## src/rtl/ctrl_pkg.sv

```systemverilog
// Shared types for the multicycle control FSM: opcode map, ALU op codes,
// FSM states, PC source select and instruction classes.
package ctrl_pkg;

  localparam logic [3:0] OP_ADD  = 4'd0;
  localparam logic [3:0] OP_SUB  = 4'd1;
  localparam logic [3:0] OP_SFT  = 4'd2;
  localparam logic [3:0] OP_INC  = 4'd3;
  localparam logic [3:0] OP_BNE  = 4'd4;
  localparam logic [3:0] OP_BEQ  = 4'd5;
  localparam logic [3:0] OP_BLT  = 4'd6;
  localparam logic [3:0] OP_LB   = 4'd7;
  localparam logic [3:0] OP_LHB  = 4'd8;
  localparam logic [3:0] OP_STR  = 4'd9;
  localparam logic [3:0] OP_LIM  = 4'd10;
  localparam logic [3:0] OP_MVB  = 4'd11;
  localparam logic [3:0] OP_MVF  = 4'd12;
  localparam logic [3:0] OP_JMP  = 4'd13;
  localparam logic [3:0] OP_TBA  = 4'd14;
  localparam logic [3:0] OP_HALT = 4'd15;

  typedef enum logic [3:0] {
    ALU_ADD = 4'd0,
    ALU_SUB = 4'd1,
    ALU_SFL = 4'd2,
    ALU_SFR = 4'd3,
    ALU_INC = 4'd4,
    ALU_DEC = 4'd5,
    ALU_BNE = 4'd6,
    ALU_BEQ = 4'd7,
    ALU_BLT = 4'd8
  } alu_op_e;

  typedef enum logic [2:0] {
    ST_IDLE   = 3'd0,
    ST_FETCH  = 3'd1,
    ST_DECODE = 3'd2,
    ST_EXEC   = 3'd3,
    ST_MEM    = 3'd4,
    ST_WB     = 3'd5,
    ST_HALT   = 3'd6,
    ST_FAULT  = 3'd7
  } ctrl_state_e;

  typedef enum logic [1:0] {
    PC_INC    = 2'd0,
    PC_JUMP   = 2'd1,
    PC_BRANCH = 2'd2
  } pc_sel_e;

  typedef enum logic [2:0] {
    CLS_ALU    = 3'd0,
    CLS_BRANCH = 3'd1,
    CLS_LOAD   = 3'd2,
    CLS_STORE  = 3'd3,
    CLS_MOVE   = 3'd4,
    CLS_JUMP   = 3'd5,
    CLS_NOP    = 3'd6,
    CLS_HALT   = 3'd7
  } instr_class_e;

endpackage

```

## src/rtl/ctrl_decode.sv

```systemverilog
// Combinational opcode decoder: maps the latched opcode and imm_flag to an
// instruction class (drives FSM routing) and the ALU operation.
module ctrl_decode
  import ctrl_pkg::*;
#(
  parameter int OPCODE_W = 4
) (
  input  logic [OPCODE_W-1:0] opcode,
  input  logic                imm_flag,
  output instr_class_e        iclass,
  output alu_op_e             alu_op
);

  always_comb begin
    iclass = CLS_NOP;
    alu_op = ALU_ADD;
    case (opcode)
      OPCODE_W'(OP_ADD):  begin iclass = CLS_ALU;    alu_op = ALU_ADD; end
      OPCODE_W'(OP_SUB):  begin iclass = CLS_ALU;    alu_op = ALU_SUB; end
      OPCODE_W'(OP_SFT):  begin iclass = CLS_ALU;    alu_op = imm_flag ? ALU_SFR : ALU_SFL; end
      OPCODE_W'(OP_INC):  begin iclass = CLS_ALU;    alu_op = imm_flag ? ALU_INC : ALU_DEC; end
      OPCODE_W'(OP_BNE):  begin iclass = CLS_BRANCH; alu_op = ALU_BNE; end
      OPCODE_W'(OP_BEQ):  begin iclass = CLS_BRANCH; alu_op = ALU_BEQ; end
      OPCODE_W'(OP_BLT):  begin iclass = CLS_BRANCH; alu_op = ALU_BLT; end
      OPCODE_W'(OP_LB):   iclass = CLS_LOAD;
      OPCODE_W'(OP_LHB):  iclass = CLS_LOAD;
      OPCODE_W'(OP_STR):  iclass = CLS_STORE;
      OPCODE_W'(OP_LIM):  iclass = CLS_MOVE;
      OPCODE_W'(OP_MVB):  iclass = CLS_MOVE;
      OPCODE_W'(OP_MVF):  iclass = CLS_MOVE;
      OPCODE_W'(OP_JMP):  iclass = CLS_JUMP;
      OPCODE_W'(OP_TBA):  iclass = CLS_NOP;
      OPCODE_W'(OP_HALT): iclass = CLS_HALT;
      default:            iclass = CLS_NOP;
    endcase
  end

endmodule

```

## src/rtl/multicycle_ctrl.sv

```systemverilog
// Multicycle control FSM (FETCH/DECODE/EXEC/MEM/WB) with memory wait-state
// timeout, sticky HALT/FAULT and optional perf counters (macro CTRL_PERF_EN).
module multicycle_ctrl
  import ctrl_pkg::*;
#(
  parameter int OPCODE_W    = 4,
  parameter int ALUOP_W     = 4,
  parameter int MEM_TIMEOUT = 255,
  parameter int PERF_W      = 32
) (
  input  logic                clk,
  input  logic                reset,
  input  logic                start,
  input  logic [OPCODE_W-1:0] instr,
  input  logic                imm_flag,
  input  logic                mem_ready,
  input  logic                branch_taken,
  output logic                mem_req,
  output logic                mem_we,
  output logic                ir_load,
  output logic [ALUOP_W-1:0]  alu_inst,
  output logic                reg_we,
  output logic                pc_en,
  output logic [1:0]          pc_sel,
  output logic                halted,
  output logic                fault,
  output logic [PERF_W-1:0]   retired_cnt,
  output logic [PERF_W-1:0]   cycle_cnt,
  output ctrl_state_e         state_dbg
);

  localparam int WAIT_W = (MEM_TIMEOUT > 1) ? $clog2(MEM_TIMEOUT) : 1;
  localparam logic [WAIT_W-1:0] WAIT_LAST = WAIT_W'((MEM_TIMEOUT > 0) ? MEM_TIMEOUT - 1 : 0);

  ctrl_state_e         state;
  logic [OPCODE_W-1:0] op_q;
  logic                imm_q;
  logic [WAIT_W-1:0]   wait_cnt;
  instr_class_e        iclass;
  alu_op_e             alu_op;
  pc_sel_e             pc_sel_int;
  logic                mem_state;
  logic                timeout_hit;

  ctrl_decode #(.OPCODE_W(OPCODE_W)) u_decode (
    .opcode   (op_q),
    .imm_flag (imm_q),
    .iclass   (iclass),
    .alu_op   (alu_op)
  );

  assign mem_state = (state == ST_FETCH) || (state == ST_MEM);

  // Fault on the edge that closes the MEM_TIMEOUT-th consecutive wait cycle;
  // a mem_ready arriving in that same cycle completes the request instead.
  assign timeout_hit = (MEM_TIMEOUT != 0) && mem_state && !mem_ready && (wait_cnt == WAIT_LAST);

  always_ff @(posedge clk) begin
    if (reset) begin
      state    <= ST_IDLE;
      op_q     <= '0;
      imm_q    <= 1'b0;
      wait_cnt <= '0;
    end else begin
      case (state)
        ST_IDLE: if (start) state <= ST_FETCH;
        ST_FETCH: begin
          if (mem_ready) begin
            op_q  <= instr;
            imm_q <= imm_flag;
            state <= ST_DECODE;
          end else if (timeout_hit) begin
            state <= ST_FAULT;
          end
        end
        ST_DECODE: begin
          case (iclass)
            CLS_HALT:          state <= ST_HALT;
            CLS_JUMP, CLS_NOP: state <= ST_FETCH;
            CLS_MOVE:          state <= ST_WB;
            default:           state <= ST_EXEC;
          endcase
        end
        // Memory ops pass through EXEC for the address add before MEM.
        ST_EXEC: begin
          case (iclass)
            CLS_BRANCH:          state <= ST_FETCH;
            CLS_LOAD, CLS_STORE: state <= ST_MEM;
            default:             state <= ST_WB;
          endcase
        end
        ST_MEM: begin
          if (mem_ready) state <= (iclass == CLS_STORE) ? ST_FETCH : ST_WB;
          else if (timeout_hit) state <= ST_FAULT;
        end
        ST_WB:    state <= ST_FETCH;
        ST_HALT:  state <= ST_HALT;
        ST_FAULT: state <= ST_FAULT;
        default:  state <= ST_IDLE;
      endcase

      if ((MEM_TIMEOUT != 0) && mem_state && !mem_ready && !timeout_hit)
        wait_cnt <= wait_cnt + WAIT_W'(1);
      else
        wait_cnt <= '0;
    end
  end

  always_comb begin
    mem_req    = 1'b0;
    mem_we     = 1'b0;
    ir_load    = 1'b0;
    reg_we     = 1'b0;
    pc_en      = 1'b0;
    pc_sel_int = PC_INC;
    halted     = 1'b0;
    fault      = 1'b0;
    case (state)
      ST_FETCH: begin
        mem_req = 1'b1;
        ir_load = mem_ready;
      end
      ST_DECODE: begin
        if (iclass == CLS_JUMP) begin
          pc_en      = 1'b1;
          pc_sel_int = PC_JUMP;
        end else if (iclass == CLS_NOP) begin
          pc_en = 1'b1;
        end
      end
      ST_EXEC: begin
        if (iclass == CLS_BRANCH) begin
          pc_en      = 1'b1;
          pc_sel_int = branch_taken ? PC_BRANCH : PC_INC;
        end
      end
      ST_MEM: begin
        mem_req = 1'b1;
        mem_we  = (iclass == CLS_STORE);
        pc_en   = (iclass == CLS_STORE) && mem_ready;
      end
      ST_WB: begin
        reg_we = 1'b1;
        pc_en  = 1'b1;
      end
      ST_HALT:  halted = 1'b1;
      ST_FAULT: fault  = 1'b1;
      default: ;
    endcase
  end

  assign pc_sel    = pc_sel_int;
  assign alu_inst  = ALUOP_W'(alu_op);
  assign state_dbg = state;

`ifdef CTRL_PERF_EN
  logic [PERF_W-1:0] retired_q;
  logic [PERF_W-1:0] cycle_q;
  logic              counting;

  assign counting = (state != ST_IDLE) && (state != ST_HALT) && (state != ST_FAULT);

  always_ff @(posedge clk) begin
    if (reset) begin
      retired_q <= '0;
      cycle_q   <= '0;
    end else begin
      if (pc_en && !(&retired_q)) retired_q <= retired_q + PERF_W'(1);
      if (counting && !(&cycle_q)) cycle_q <= cycle_q + PERF_W'(1);
    end
  end

  assign retired_cnt = retired_q;
  assign cycle_cnt   = cycle_q;
`else
  assign retired_cnt = '0;
  assign cycle_cnt   = '0;
`endif

endmodule

```

## config.mk

```make
export PLATFORM = sky130hd
export DESIGN_NAME = multicycle_ctrl
export DESIGN_NICKNAME = d
export VERILOG_FILES = /design/src/rtl/ctrl_pkg.sv /design/src/rtl/ctrl_decode.sv /design/src/rtl/multicycle_ctrl.sv
export SDC_FILE = /design/constraint.sdc
export NUM_CORES = 1
export LEC_CHECK = 0
export CAP_MARGIN = 20
export CORE_MARGIN = 2
export CORE_UTILIZATION = 66
export CTS_BUF_LIST = sky130_fd_sc_hd__clkbuf_4 sky130_fd_sc_hd__clkbuf_8
export DETAILED_ROUTE_END_ITERATION = 10
export DONT_BUFFER_PORTS = 1
export PLACE_DENSITY_LB_ADDON = 0.3
export SLEW_MARGIN = 20
export SYNTH_ARGS = -nofsm -noshare
export SYNTH_HDL_FRONTEND = slang
export SYNTH_SLANG_ARGS = --single-unit
```

## constraint.sdc

```tcl
create_clock -name clk -period 1.9 [get_ports clk]
set_input_delay 0.19 -clock clk [delete_from_list [all_inputs] [get_ports clk]]
set_output_delay 0.19 -clock clk [all_outputs]
set_load 0.1 [all_outputs]
```

==> results.tsv, run 1 <==
stage	metric	value	unit
clock_tree	htree_levels	1	
global_route	grt_max_degree	18	
timing	fin_ws	-0.101	ns
timing	timing.fmax	500	MHz
routing	via_per_inst	4.87	
power_and_ir_drop	p_sw	0.853	mW
routing	drt_pass1_iterations	4	
power_and_ir_drop	irDropWorstVdd	0.813	mV
setup_path	crit_chain	or2_4 -> or3_4 -> nor2b_4 -> o31ai_4 -> buf_12	
yosys	synth_xor_area_share	3.92	%
yosys	ys_ff_latch	16	
yosys	synth_top_area_cell	buf_4	
routing	post_drt_wl_per_cell	12.4	um
yosys	synth_common_cells	buf_4 (67), nor2_1 (25), dfxtp_1 (16)	
power_and_ir_drop	seqPwrFrac	26.1	%
power_and_ir_drop	p_clk_share	15.5	%
power_and_ir_drop	p_int	0.551	mW
worst_hold_path	min_path_type	in2reg	
timing	rsz0062_at_grt	yes	
floorplanning	die_y	52.7	um
timing	final_hold_viol_count	0	
setup_path	rr_startpoint	state_dbg[2]$_SDFFE_PP0P_	
power_and_ir_drop	power.share.switching	60.8	%
place	pre_cts_slack	0.186	ns
setup_path	critical_path_class	reg2out	
place	io_buffer_count	0	
cells_and_area	nets	233	
worst_hold_path	holdPathEnd	state_dbg[0]$_SDFFE_PP0P_	
yosys	syn_area_per_cell	7.93	um^2
yosys	synth_top_area_share	32.2	%
yosys	synth-async-reset-ratio	0	%
yosys	syn_area	1560	um^2
floorplanning	core.rowCount	17	
yosys	synthMuxAreaShare	3.84	%
run_status	status	finished, violations left	
setup_path	crit_slowest_cell	or3_4	
timing	fin_crit_sh	105	%
yosys	synth_fa_ha_area_share	3.20	%
clock_tree	cts_inserted_buffers	3	
global_route	grt_pass1_wl	4.18	mm
clock_tree	cts_tree	yes	
yosys	synthCells	197	
clock_tree	root_buffer	clkbuf_4	
routing	drc_errors	0	
setup_path	crit_path_end_kind	output pin	
place	dpl-instance-area	1680	um^2
cells_and_area	final_layout_size_suffix_gt1_share	27.1	%
worst_hold_path	hold_depth	2	
yosys	ys_seq_area_share	20.5	%
clock_tree	clk_latency	0.28	ns
cells_and_area	diodes	0	
power_and_ir_drop	power.leakage	0.754	nW
power_and_ir_drop	p_comb_share	58.4	%
floorplanning	dieWidth	52.7	um
run_status	violations	negative setup slack	
timing	final.setup_skew	0.00669	ns
floorplanning	ios	90	
yosys	synthFlopType	dfxtp_1	
cells_and_area	synthToLayoutAreaGrowth	15.1	%
timing	final-setup-viol-count	2	
worst_hold_path	min-delay-start	reset	
global_route	grt_usage	20.0	%
job	cap_violations	0	
yosys	ys_warn_count	0	
clock_tree	cts_num_sinks	16	
setup_path	critPathLaunchType	flip-flop	
setup_path	cp.arrival	1.81	ns
yosys	synth-compound-area-share	10.2	%
clock_tree	clockBufferDepth	2	
cells_and_area	instances_no_fill	246	
yosys	synth.distinct_cells	40	
floorplanning	core-area	2230	um^2
global_route	grt_pass1_vias	968	
setup_path	cp_max_fo	4	
setup_path	reg2reg_setup_slack	0.29	ns
place	place_inst	235	
yosys	synth.area.top_cells	buf_4 (32%), dfxtp_1 (20%), nor2_1 (6.0%)	
power_and_ir_drop	powerDensity	781	nW/um^2
setup_path	worstRegToRegCells	6	
routing	ant_nets	0	
timing	hold_slack	0.0561	ns
yosys	synth_edf_count	0	
timing	finalCriticalPeriod	2.00	ns
cells_and_area	fin_util	80.5	%
setup_path	rr_endpoint	state_dbg[0]$_SDFFE_PP0P_	
floorplanning	initial_core_util	70.0	%
yosys	yosysMostFrequentCell	buf_4	
clock_tree	path_clk_slew	0.09	ns
routing	drtIter0Drc	21	
setup_path	crit_path_max_incr_delay	0.37	ns
place	hpwlAfterDp	2.31	mm
place	routabilityCongestion	0.887	
global_route	antenna_found_initial	0	
yosys	synth_simple_gate_area_share	21.9	%
yosys	synth_top_family_by_area	buffers and inverters	
setup_path	crit_required	1.71	ns
cells_and_area	final_area	1800	um^2
routing	drt_wl_total	3.05	mm
timing	slew_viol_final	0	
global_route	grt_overflow	0	
floorplanning	dieArea	2770	um^2
routing	num_vias	1199	
-- final cells by class --
type / count / area, um^2
Timing Repair Buffer: 27 / 293
Multi-Input combinational cell: 166 / 1080
Fill cell: 148 / 435
Sequential cell: 16 / 333
Tap cell: 28 / 35.0
Inverter: 5 / 18.8
Clock buffer: 4 / 36.3
-- routing by layer --
layer	vias up	part of all wire, %	GRT usage [%]	wire (um)
li1	566	-	-	-
met1	566	35	21.5	1080
met2	61	57	39.4	1740
met3	6	6.3	2.00	191
met4	0	1.3	7.26	39
met5	-	0	0	0
-- through the flow --
stage               TNS, ns  total power, mW
CTS                  -0.113             1.40
global route         -0.229             1.45
detailed placement        0             1.18
finish               -0.102             1.40
floorplan             -2.64             1.24
global placement          0             1.17
-- cell usage in the layout, fill, tap and decap left out, types with 5 or more instances in the layout --
cell type,netlist,routed
a21oi_1,7,5
buf_12,0,7
buf_4,67,19
conb_1,1,64
dfxtp_1,16,12
mux2i_1,6,6
nand2_1,8,7
nor2_1,25,22
-- critical path, delay by kind of cell (launching register included) --
family | cells | cell delay [ns]
and+or+nand+nor | 3 | 0.78
DFF | 1 | 0.33
AOI/OAI and AO/OA | 1 | 0.21
buffers and inverters | 1 | 0.21
-- timing repair --
action | 4_1_cts | 5_1_grt
hold buffers | 1 | 0
setup endpoints to repair | 2 | 5
resized for setup | 4 | 1
pin swaps | 1 | 3
setup buffers | 0 | 6
endpoints found under the hold margin | 5 | 0
-- kinds of logic after synthesis --
family                   after synthesis
other                                  1
adder cells (fa/ha/maj)                4
AO/OA/AOI/OAI                         23
buffers and inverters                 78
XOR/XNOR                               7
AND/OR/NAND/NOR                       62
flip-flops                            16
multiplexers                           6
-- worst max-delay path by stage --
stage | to | depth (start not counted) | startpoint
2_1_floorplan | pc_sel[1] | 4 | state_dbg[1]$_SDFFE_PP0P_
3_3_place_gp | pc_en | 5 | op_q[1]$_SDFFE_PP0P_
3_5_place_dp | pc_en | 6 | state_dbg[2]$_SDFFE_PP0P_
4_1_cts | pc_en | 5 | op_q[1]$_SDFFE_PP0P_
5_1_grt | pc_en | 5 | op_q[1]$_SDFFE_PP0P_
6_report | pc_en | 5 | op_q[1]$_SDFFE_PP0P_
-- flip-flops by register name, indices dropped and copies added (netlist names) --
signal     cells
wait_cnt       8
op_q           4
imm_q          1
state_dbg      3
-- power groups by stage --
| stage | Combinational, mW | Clock [mW] | Sequential [mW] |
|---|---|---|---|
| floorplan | 0.858 | 0 | 0.381 |
| detailed placement | 0.803 | 0 | 0.374 |
| finish | 0.821 | 0.218 | 0.366 |
| global placement | 0.799 | 0 | 0.372 |
| CTS | 0.809 | 0.229 | 0.366 |
| global route | 0.842 | 0.246 | 0.367 |
(Power assumes the default switching activity.)
==> inputs of run 2 (changes only) <==
- ABC_AREA: default -> 1
==> run 2 against run 1 <==
The run now ends clean; combinational power down 2%; via count up 3.7%; synthesized area down 2.3%; hold slack worse by 0.017 ns; sequential power up 1%; critical path depth down 1; largest power group unchanged; highest routed layer unchanged.
==> results.tsv, run 2 <==
stage	metric	value	unit	change
yosys	synth_edf_count	0		unchanged
yosys	synth_top_area_share	31.5	%	-0.71 points
power_and_ir_drop	powerDensity	842	nW/um^2	+7.8%
routing	drt_pass1_iterations	4		unchanged
timing	final.setup_skew	0.000623	ns	-0.00606 ns
floorplanning	dieArea	2710	um^2	-2.2%
timing	final_hold_viol_count	0		unchanged
global_route	grt_usage	21.2	%	+1.2 points
setup_path	rr_startpoint	wait_cnt[0]$_SDFF_PP0_		
global_route	grt_pass1_vias	1049		+8.4%
clock_tree	clockBufferDepth	2		unchanged
place	dpl-instance-area	1600	um^2	-4.5%
clock_tree	htree_levels	1		unchanged
routing	drc_errors	0		unchanged
routing	drtIter0Drc	26		+24%
floorplanning	dieWidth	52.1	um	-1.1%
worst_hold_path	holdPathEnd	state_dbg[2]$_SDFFE_PP0P_		
routing	via_per_inst	4.60		-5.5%
cells_and_area	largest-register	wait_cnt		
floorplanning	initial_core_util	69.7	%	-0.30 points
timing	fin_crit_sh	95.2	%	-10 points
cells_and_area	nets	257		+10%
clock_tree	path_clk_slew	0.09	ns	about the same
global_route	grt_max_degree	13		-5
timing	final-setup-viol-count	0		-2
setup_path	worstRegToRegCells	8		+2
cells_and_area	fillers	190		+28%
place	routabilityCongestion	0.809		-8.8%
timing	timing.fmax	553	MHz	+11%
setup_path	cp_max_fo	12		+8
yosys	synth-async-reset-ratio	0	%	unchanged
clock_tree	cts_inserted_buffers	3		unchanged
yosys	synthFlopType	dfxtp_1		
power_and_ir_drop	irDropWorstVdd	0.746	mV	-8.2%
job	cap_violations	0		unchanged
global_route	grt_overflow	0		unchanged
worst_hold_path	hold_depth	3		+1
power_and_ir_drop	power.leakage	0.806	nW	+6.9%
routing	post_drt_wl_per_cell	10.3	um	-17%
timing	slew_viol_final	0		unchanged
timing	rsz0062_at_grt	no		
routing	drt_wl_total	2.77	mm	-9.2%
cells_and_area	instances_no_fill	270		+9.8%
power_and_ir_drop	p_sw	0.874	mW	+2.4%
yosys	ys_seq_area_share	21.0	%	+0.49 points
yosys	yosysMostFrequentCell	buf_4		
cells_and_area	final_layout_size_suffix_gt1_share	21.5	%	-5.6 points
power_and_ir_drop	p_comb_share	58.4	%	about the same
cells_and_area	largest_register_ffs	8		unchanged
setup_path	critical_path_class	reg2out		
setup_path	cp.arrival	1.62	ns	-0.19 ns
cells_and_area	final_cell_mix	conb_1 (64), nand2_1 (36), nor2_1 (25)		
yosys	synthCells	225		+14%
yosys	synth_common_cells	buf_4 (64), nand2_1 (37), nor2_1 (29)		
clock_tree	cts_num_sinks	16		unchanged
setup_path	rr_endpoint	state_dbg[2]$_SDFFE_PP0P_		
power_and_ir_drop	p_clk_share	14.7	%	-0.8 points
clock_tree	post-cts-setup-buffer-count	0		unchanged
power_and_ir_drop	seqPwrFrac	26.9	%	+0.8 points
setup_path	reg2reg_setup_slack	0.62	ns	+0.33 ns
yosys	syn_area_per_cell	6.78	um^2	-14%
routing	dr_wl_met3	185	um	-3.1%
cells_and_area	final_area	1640	um^2	-8.9%
place	io_buffer_count	0		unchanged
timing	finalCriticalPeriod	1.81	ns	-0.192 ns
floorplanning	core.rowCount	17		unchanged
routing	num_vias	1243		+3.7%
floorplanning	ios	90		unchanged
power_and_ir_drop	power.share.switching	63.4	%	+2.6 points
timing	fin_ws	0.0905	ns	+0.192 ns
setup_path	crit_start	state_dbg[2]$_SDFFE_PP0P_		
routing	ant_nets	0		unchanged
timing	tns	0	ns	+0.102 ns
routing	top_layer	met4		
setup_path	critPathLaunchType	flip-flop		
run_status	status	completed		
clock_tree	clk_latency	0.29	ns	about the same
yosys	synth_top_area_cell	buf_4		
worst_hold_path	min_path_type	in2reg		
yosys	synth.distinct_cells	27		-33%
place	pre_cts_slack	0.335	ns	+0.148 ns
global_route	antenna_found_initial	0		unchanged
cells_and_area	diodes	0		unchanged
floorplanning	core-area	2190	um^2	-1.9%
setup_path	crit_required	1.71	ns	about the same
yosys	ys_warn_count	0		unchanged
routing	met1Wirelength	981	um	-8.7%
yosys	ys_ff_latch	16		unchanged
floorplanning	die_y	52.1	um	-1.1%
worst_hold_path	min-delay-start	reset		
routing	wl_met2	1.57	mm	-10%
clock_tree	cts_resized	0		-4
cells_and_area	synthToLayoutAreaGrowth	7.30	%	
yosys	synth.area.top_cells	buf_4 (31%), dfxtp_1 (21%), nand2_1 (9.1%)		
global_route	grt_pass1_wl	4.35	mm	+4.1%
place	place_inst	266		+13%
cells_and_area	mostFrequentLayoutCell	conb_1		
clock_tree	ctsHoldBuffers	0		-1
yosys	syn_area	1530	um^2	-2.3%
setup_path	crit_path_end_kind	output pin		
power_and_ir_drop	p_int	0.505	mW	-8.4%
clock_tree	cts_tree	yes		
place	hpwlAfterDp	2.38	mm	+2.7%
clock_tree	root_buffer	clkbuf_4		
==> run 2: routing by layer <==
metal  vias to the layer above  global-route usage (%)
met3                         6                    4.31
met5                         -                       0
li1                        620                       -
met2                        49                    40.5
met4                         0                    5.26
met1                       568                    23.4
==> run 2: kinds of logic (layout without fill, tap and decap cells) <==
group	Yosys count	after routing	share of synthesized area (%)
adders and majority gates	4	4	3.28
and+or+nand+nor	91	91	27.0
AOI/OAI and AO/OA	22	22	8.93
buffers and inverters	87	41	37.3
xor gates and xnor gates	4	4	2.30
other	1	64	0.246
DFF	16	16	21.0
==> run 2: power by group through the flow <==
stage / clock, mW / sequential, mW / combinational [mW]
2_1_floorplan: 0 / 0.393 / 0.837
6_report: 0.202 / 0.371 / 0.805
5_1_grt: 0.224 / 0.374 / 0.831
3_3_place_gp: 0 / 0.376 / 0.799
3_5_place_dp: 0 / 0.378 / 0.802
4_1_cts: 0.201 / 0.370 / 0.803
==> run 2: area by class of cell <==
| cell class | instances | area [um^2] | area share, % |
|---|---|---|---|
| Multi-Input combinational cell | 185 | 965 | 58.9 |
| Clock buffer | 4 | 30.0 | 1.83 |
| Tap cell | 28 | 35.0 | 2.14 |
| Sequential cell | 16 | 334 | 20.4 |
| Inverter | 21 | 78.8 | 4.81 |
| Timing Repair Buffer | 16 | 195 | 11.9 |
==> run 2: how the worst max path moves through the flow <==
stage,to,slack [ns],depth (start not counted)
global placement,pc_en,0.39,5
CTS,pc_en,0.01,5
detailed placement,pc_en,0.33,5
floorplan,pc_en,-0.48,5
finish,pc_en,0.09,4
global route,pc_en,0.0009,5
==> run 2: per-stage QoR <==
stage               total power [mW]  hold slack [ns]  util [%]
finish                          1.38           0.0392      74.8
global route                    1.43           0.0393      74.8
CTS                             1.37           0.0406      74.5
detailed placement              1.18            0.343      73.2
global placement                1.18            0.337      73.2
floorplan                       1.23            0.333         -
==> run 2: critical path, cell delays in order (launching register included) <==
cell and delay, ns:
dfxtp_4 0.46, inv_1 0.14, ha_1 0.33, a41oi_4 0.20, buf_12 0.20
==> inputs of run 3 (changes only) <==
- CORE_ASPECT_RATIO: default -> 0.9
==> run 3 against run 2 <==
Critical path depth increased by 2; global-route usage decreased by 1.7 points; clock skew increased by 0.0081 ns; cell area increased by 0.53%; via count decreased by 0.97%; cell count decreased by 0.37%; routed wire length decreased by 6.9%; sequential cell count unchanged; sequential share of layout area decreased by 0.18 points.
==> results.tsv, run 3 (same netlist as run 2, synthesis figures left out) <==
stage	metric	value	unit	change
run_status	status	completed		
cells_and_area	largest-register	wait_cnt		
floorplanning	initial_core_util	70.0	%	+0.28 points
cells_and_area	fillers	188		-1.1%
setup_path	crit_chain	nor2_1 -> nand2_1 -> nor2_4 -> nand2_1 -> a41oi_4 -> buf_12		
setup_path	crit_path_max_incr_delay	0.37	ns	-0.09 ns
timing	finalCriticalPeriod	1.81	ns	+0.00323 ns
place	pre_cts_slack	0.335	ns	+0.000731 ns
clock_tree	cts_inserted_buffers	3		unchanged
place	dpl-instance-area	1600	um^2	about the same
place	routabilityCongestion	0.783		-3.2%
floorplanning	ios	90		unchanged
routing	drt_pass1_iterations	5		+1
power_and_ir_drop	seqPwrFrac	26.6	%	-0.3 points
cells_and_area	synthToLayoutAreaGrowth	7.87	%	
floorplanning	dieArea	2710	um^2	about the same
floorplanning	core-area	2180	um^2	-0.40%
power_and_ir_drop	powerDensity	847	nW/um^2	+0.58%
setup_path	cp.arrival	1.62	ns	about the same
global_route	antenna_found_initial	0		unchanged
timing	final-setup-viol-count	0		unchanged
setup_path	crit_required	1.71	ns	about the same
floorplanning	die_y	49.6	um	-4.7%
power_and_ir_drop	irDropWorstVdd	0.863	mV	+16%
clock_tree	clockBufferDepth	2		unchanged
routing	drt_wl_total	2.58	mm	-6.9%
timing	fin_ws	0.0873	ns	-0.00323 ns
job	cap_violations	0		unchanged
timing	final.setup_skew	0.00873	ns	+0.00810 ns
power_and_ir_drop	p_clk_share	15.7	%	+1.0 points
clock_tree	ctsHoldBuffers	0		unchanged
cells_and_area	mostFrequentLayoutCell	conb_1		
routing	drtIter0Drc	24		-7.7%
setup_path	cp_max_fo	5		-7
worst_hold_path	min_path_type	in2reg		
cells_and_area	final_cell_mix	conb_1 (64), nand2_1 (36), nor2_1 (25)		
setup_path	cpMostUsedCell	nand2_1		
global_route	grt_pass1_wl	4.02	mm	-7.6%
floorplanning	dieWidth	54.7	um	+5.0%
timing	slew_viol_final	0		unchanged
setup_path	critPathLaunchType	flip-flop		
clock_tree	clk_latency	0.28	ns	about the same
global_route	grt_overflow	0		unchanged
routing	ant_nets	0		unchanged
clock_tree	root_buffer	clkbuf_4		
clock_tree	htree_levels	1		unchanged
place	io_buffer_count	0		unchanged
setup_path	crit_path_end_kind	output pin		
place	hpwlAfterDp	2.23	mm	-6.1%
cells_and_area	final_area	1650	um^2	+0.53%
power_and_ir_drop	p_comb_share	57.7	%	-0.7 points
timing	tns	0	ns	unchanged
timing	fin_crit_sh	95.4	%	+0.17 points
power_and_ir_drop	p_int	0.524	mW	+3.9%
global_route	grt_pass1_vias	984		-6.2%
cells_and_area	largest_register_ffs	8		unchanged
cells_and_area	nets	257		unchanged
global_route	grt_max_degree	13		unchanged
routing	num_vias	1231		-0.97%
power_and_ir_drop	p_sw	0.870	mW	-0.50%
timing	final_hold_viol_count	0		unchanged
routing	drc_errors	0		unchanged
routing	via_per_inst	4.58		-0.60%
clock_tree	path_clk_slew	0.08	ns	about the same
global_route	grt_usage	19.5	%	-1.7 points
clock_tree	cts_tree	yes		
power_and_ir_drop	power.share.switching	62.4	%	-1.0 points
cells_and_area	diodes	0		unchanged
floorplanning	core.rowCount	16		-1
setup_path	critical_path_class	reg2out		
power_and_ir_drop	power.leakage	0.807	nW	+0.16%
clock_tree	cts_num_sinks	16		unchanged
cells_and_area	final_layout_size_suffix_gt1_share	21.5	%	unchanged
timing	hold_slack	0.0504	ns	+0.0112 ns
timing	rsz0062_at_grt	no		
routing	post_drt_wl_per_cell	9.58	um	-6.5%
setup_path	crit_slowest_cell	dfxtp_4		
timing	timing.fmax	552	MHz	-0.18%
## run 3: final cells by class
type	count	area, um^2	area share (%)
multi-input cells	185	970	58.9
flip-flops and latches	16	333	20.2
repair buffers	16	195	11.9
inverters	21	78.8	4.79
clock buffers	4	36.3	2.20
well taps	27	33.8	2.05
## run 3: worst paths after layout
check        cells past startpoint                   endpoint  slack (ns)                      start
max                              6                      pc_en        0.09  state_dbg[0]$_SDFFE_PP0P_
min                              3  state_dbg[2]$_SDFFE_PP0P_        0.05                      reset
max reg2reg                      8  state_dbg[2]$_SDFFE_PP0P_        0.61     wait_cnt[0]$_SDFF_PP0_
min reg2reg                      2     wait_cnt[3]$_SDFF_PP0_        0.49     wait_cnt[3]$_SDFF_PP0_
## run 3: repair_timing
action                     4_1_cts  5_1_grt
gates resized for setup          0        3
setup endpoints to repair        0        1
buffers inserted                 0        0
## run 3: per-layer routing
metal	global-route usage, %	vias up	routed length, um
met2	34.9	48	1390
met1	24.1	562	1010
met3	1.82	2	173
li1	-	619	-
met5	0	-	0
met4	5.00	0	4
## run 3: worst max-delay path, delay by kind of cell (launching register included)
kind	cells	cell delay, ns
AND/OR/NAND/NOR	4	0.59
flip-flops	1	0.37
buffers and inverters	1	0.20
AO/OA/AOI/OAI	1	0.17
## run 3: power groups by stage
stage | combinational (mW) | sequential (mW) | clock (mW)
after floorplan | 0.837 | 0.393 | 0
after global placement | 0.799 | 0.377 | 0
after detailed placement | 0.801 | 0.378 | 0
after CTS | 0.802 | 0.370 | 0.225
after global routing | 0.829 | 0.373 | 0.242
final | 0.805 | 0.371 | 0.218
## run 3: through the flow
step                total power, mW  utilization, %  instances
detailed placement             1.18            73.4        265
floorplan                      1.23               -        288
CTS                            1.40            75.1        269
global placement               1.18            73.4        265
finish                         1.39            75.5        269
global route                   1.45            75.5        269
==> RTL change (settings of run 2) <==
Register the output `state_dbg` once more, without a reset; this adds one clock of latency there. The other outputs are not delayed to match.
--- a/src/rtl/multicycle_ctrl.sv
+++ b/src/rtl/multicycle_ctrl.sv
@@ -151,7 +151,9 @@
 
   assign pc_sel    = pc_sel_int;
   assign alu_inst  = ALUOP_W'(alu_op);
-  assign state_dbg = state;
+  always_ff @(posedge clk) begin
+    state_dbg <= state;
+  end
 
 `ifdef CTRL_PERF_EN
   logic [PERF_W-1:0] retired_q;
Check against the original RTL: not equivalent (a bounded check fails within 4 cycles, from zero or initial values and one cycle with reset high).
==> RTL change against run 2 <==
Final area is 3.1% higher. Sequential share of layout area rose by 2.6 points. Setup slack hardly changed. Count of clock-buffer cells in the layout unchanged. Routed wire length is 2.1% lower. Global-route usage fell by 0.14 points. Sequential cell count is 3 higher. Fmax about the same. Total power rose by 1.2%. Clock skew rose by 0.0029 ns. Area after synthesis is 6.2% higher. Register-to-register slack lost 0.05 ns. Critical path depth increased by 2.
==> RTL change: results <==
export IMPL_status="complete, no violations"
export IMPL_synth_compound_gate_area_share_pct=7.33
export IMPL_total_number_of_nets_in_the_final_design=266
export IMPL_maxSlewViolCount=0
export IMPL_detail_route_wl_per_cell_um=9.72
export IMPL_first_global_vias=1039
export IMPL_worstRegToRegCells=8
export IMPL_post_synth_xor_area_fraction_pct=2.70
export IMPL_drt_first_pass_iters=4
export IMPL_wl_um=2710
export IMPL_fillerInstances=189
export IMPL_wire_length_of_the_first_global_routing_pass_um=4400
export IMPL_global_routing_usage_summed_across_all_routing_layers_pct=21.1
export IMPL_drive_above_1_share_pct=23.9
export IMPL_post_dp_hpwl_um=2270
export IMPL_synth_area_mux_share_pct=0
export IMPL_hold_depth=3
export IMPL_yosys_top_cells_count="buf_4, nand2_1, nor2_1"
export IMPL_reg_top3="wait_cnt (8), op_q (4)"
export IMPL_cell_area_after_placement_mm2=0.00162
export IMPL_vdd_ir_drop_worst_mv=0.653
export IMPL_detailedPlace_worstSlack_ns=0.0915
export IMPL_route_vias_total=1254
export IMPL_synthDistinctLibCells=28
export IMPL_placement_io_buffers=0
export IMPL_final_replace_weighted_congestion=0.826
export IMPL_syn_instance_count=232
export IMPL_antenna_diode_count=0
export IMPL_clock_skew_ns=0.00352
export IMPL_clock_tree_htree_level_count=1
export IMPL_first_iter_violations=32
export IMPL_synth_top_cells_by_area="buf_4, dfxtp_1, nand2_1"
export IMPL_numCtsBuffers=3
export IMPL_yosys_area_share_adder_pct=3.09
export IMPL_max_clock_path_buffers=2
export IMPL_grt_start_max_net_pins=11
export IMPL_leakagePower_nw=0.839
export IMPL_crit_fanout=10
export IMPL_synth_sequential_area_ratio_pct=23.5
## RTL change: cell types whose count changed in the layout (fill, tap and decap cells not counted), sizes merged, moves of 2 or more
cell   before  now
inv        21   18
nand2      40   49
o21ai       8    6
a21oi      10   12
buf        16   18
nor2       31   29
nor3b       2    0
dfxtp      16   19
## RTL change: worst paths after layout
check	start	to	slack [ns]
setup / recovery	state[2]	pc_en	0.09
hold / removal	reset	state[0]	0.03
setup reg to reg	wait_cnt[0]	state[2]	0.57
hold reg to reg	state[0]	state_dbg[0]	0.44
## RTL change: worst max-delay path, cell delays in order (launching register included)
cell	delay (ns)
dfxtp_2	0.40
inv_2	0.10
nand2_1	0.13
nor2_4	0.15
nand3_1	0.12
a41oi_4	0.22
buf_12	0.20
## RTL change: through the flow
step                      hold WS (ns)  setup TNS (ns)
after detailed placement         0.354               0
after global routing            0.0267        -0.00914
after global placement           0.356               0
final                           0.0347               0
after floorplan                  0.341          -0.670
after CTS                       0.0284               0
## RTL change: routing by layer
layer	vias up	share of wire [%]	GRT usage, %
met2	49	52	39.1
met1	558	39	24.1
met4	0	1.1	6.41
met3	5	7.5	4.17
met5	-	0	0
li1	642	-	-
## RTL change: power by group
group	leakage [nW]	switching, mW	internal (mW)
Combinational	0.664	0.708	0.0473
Sequential	0.157	0.0191	0.411
Clock	0.0184	0.114	0.0960
Total	0.839	0.841	0.554
## RTL change: cell type report
type	count	area, um2	share of cell area (%)
clock buffer	4	30.0	1.78
inverter	18	67.6	4.00
multi-input combinational	192	995	58.9
sequential	19	389	23.0
tap	28	35.0	2.07
timing repair buffer	18	173	10.2
## RTL change: timing repair
action	in CTS	in global routing
endpoints found under the setup margin	2	3
setup buffers	2	0
gates resized for setup	5	7
hold buffers	0	0
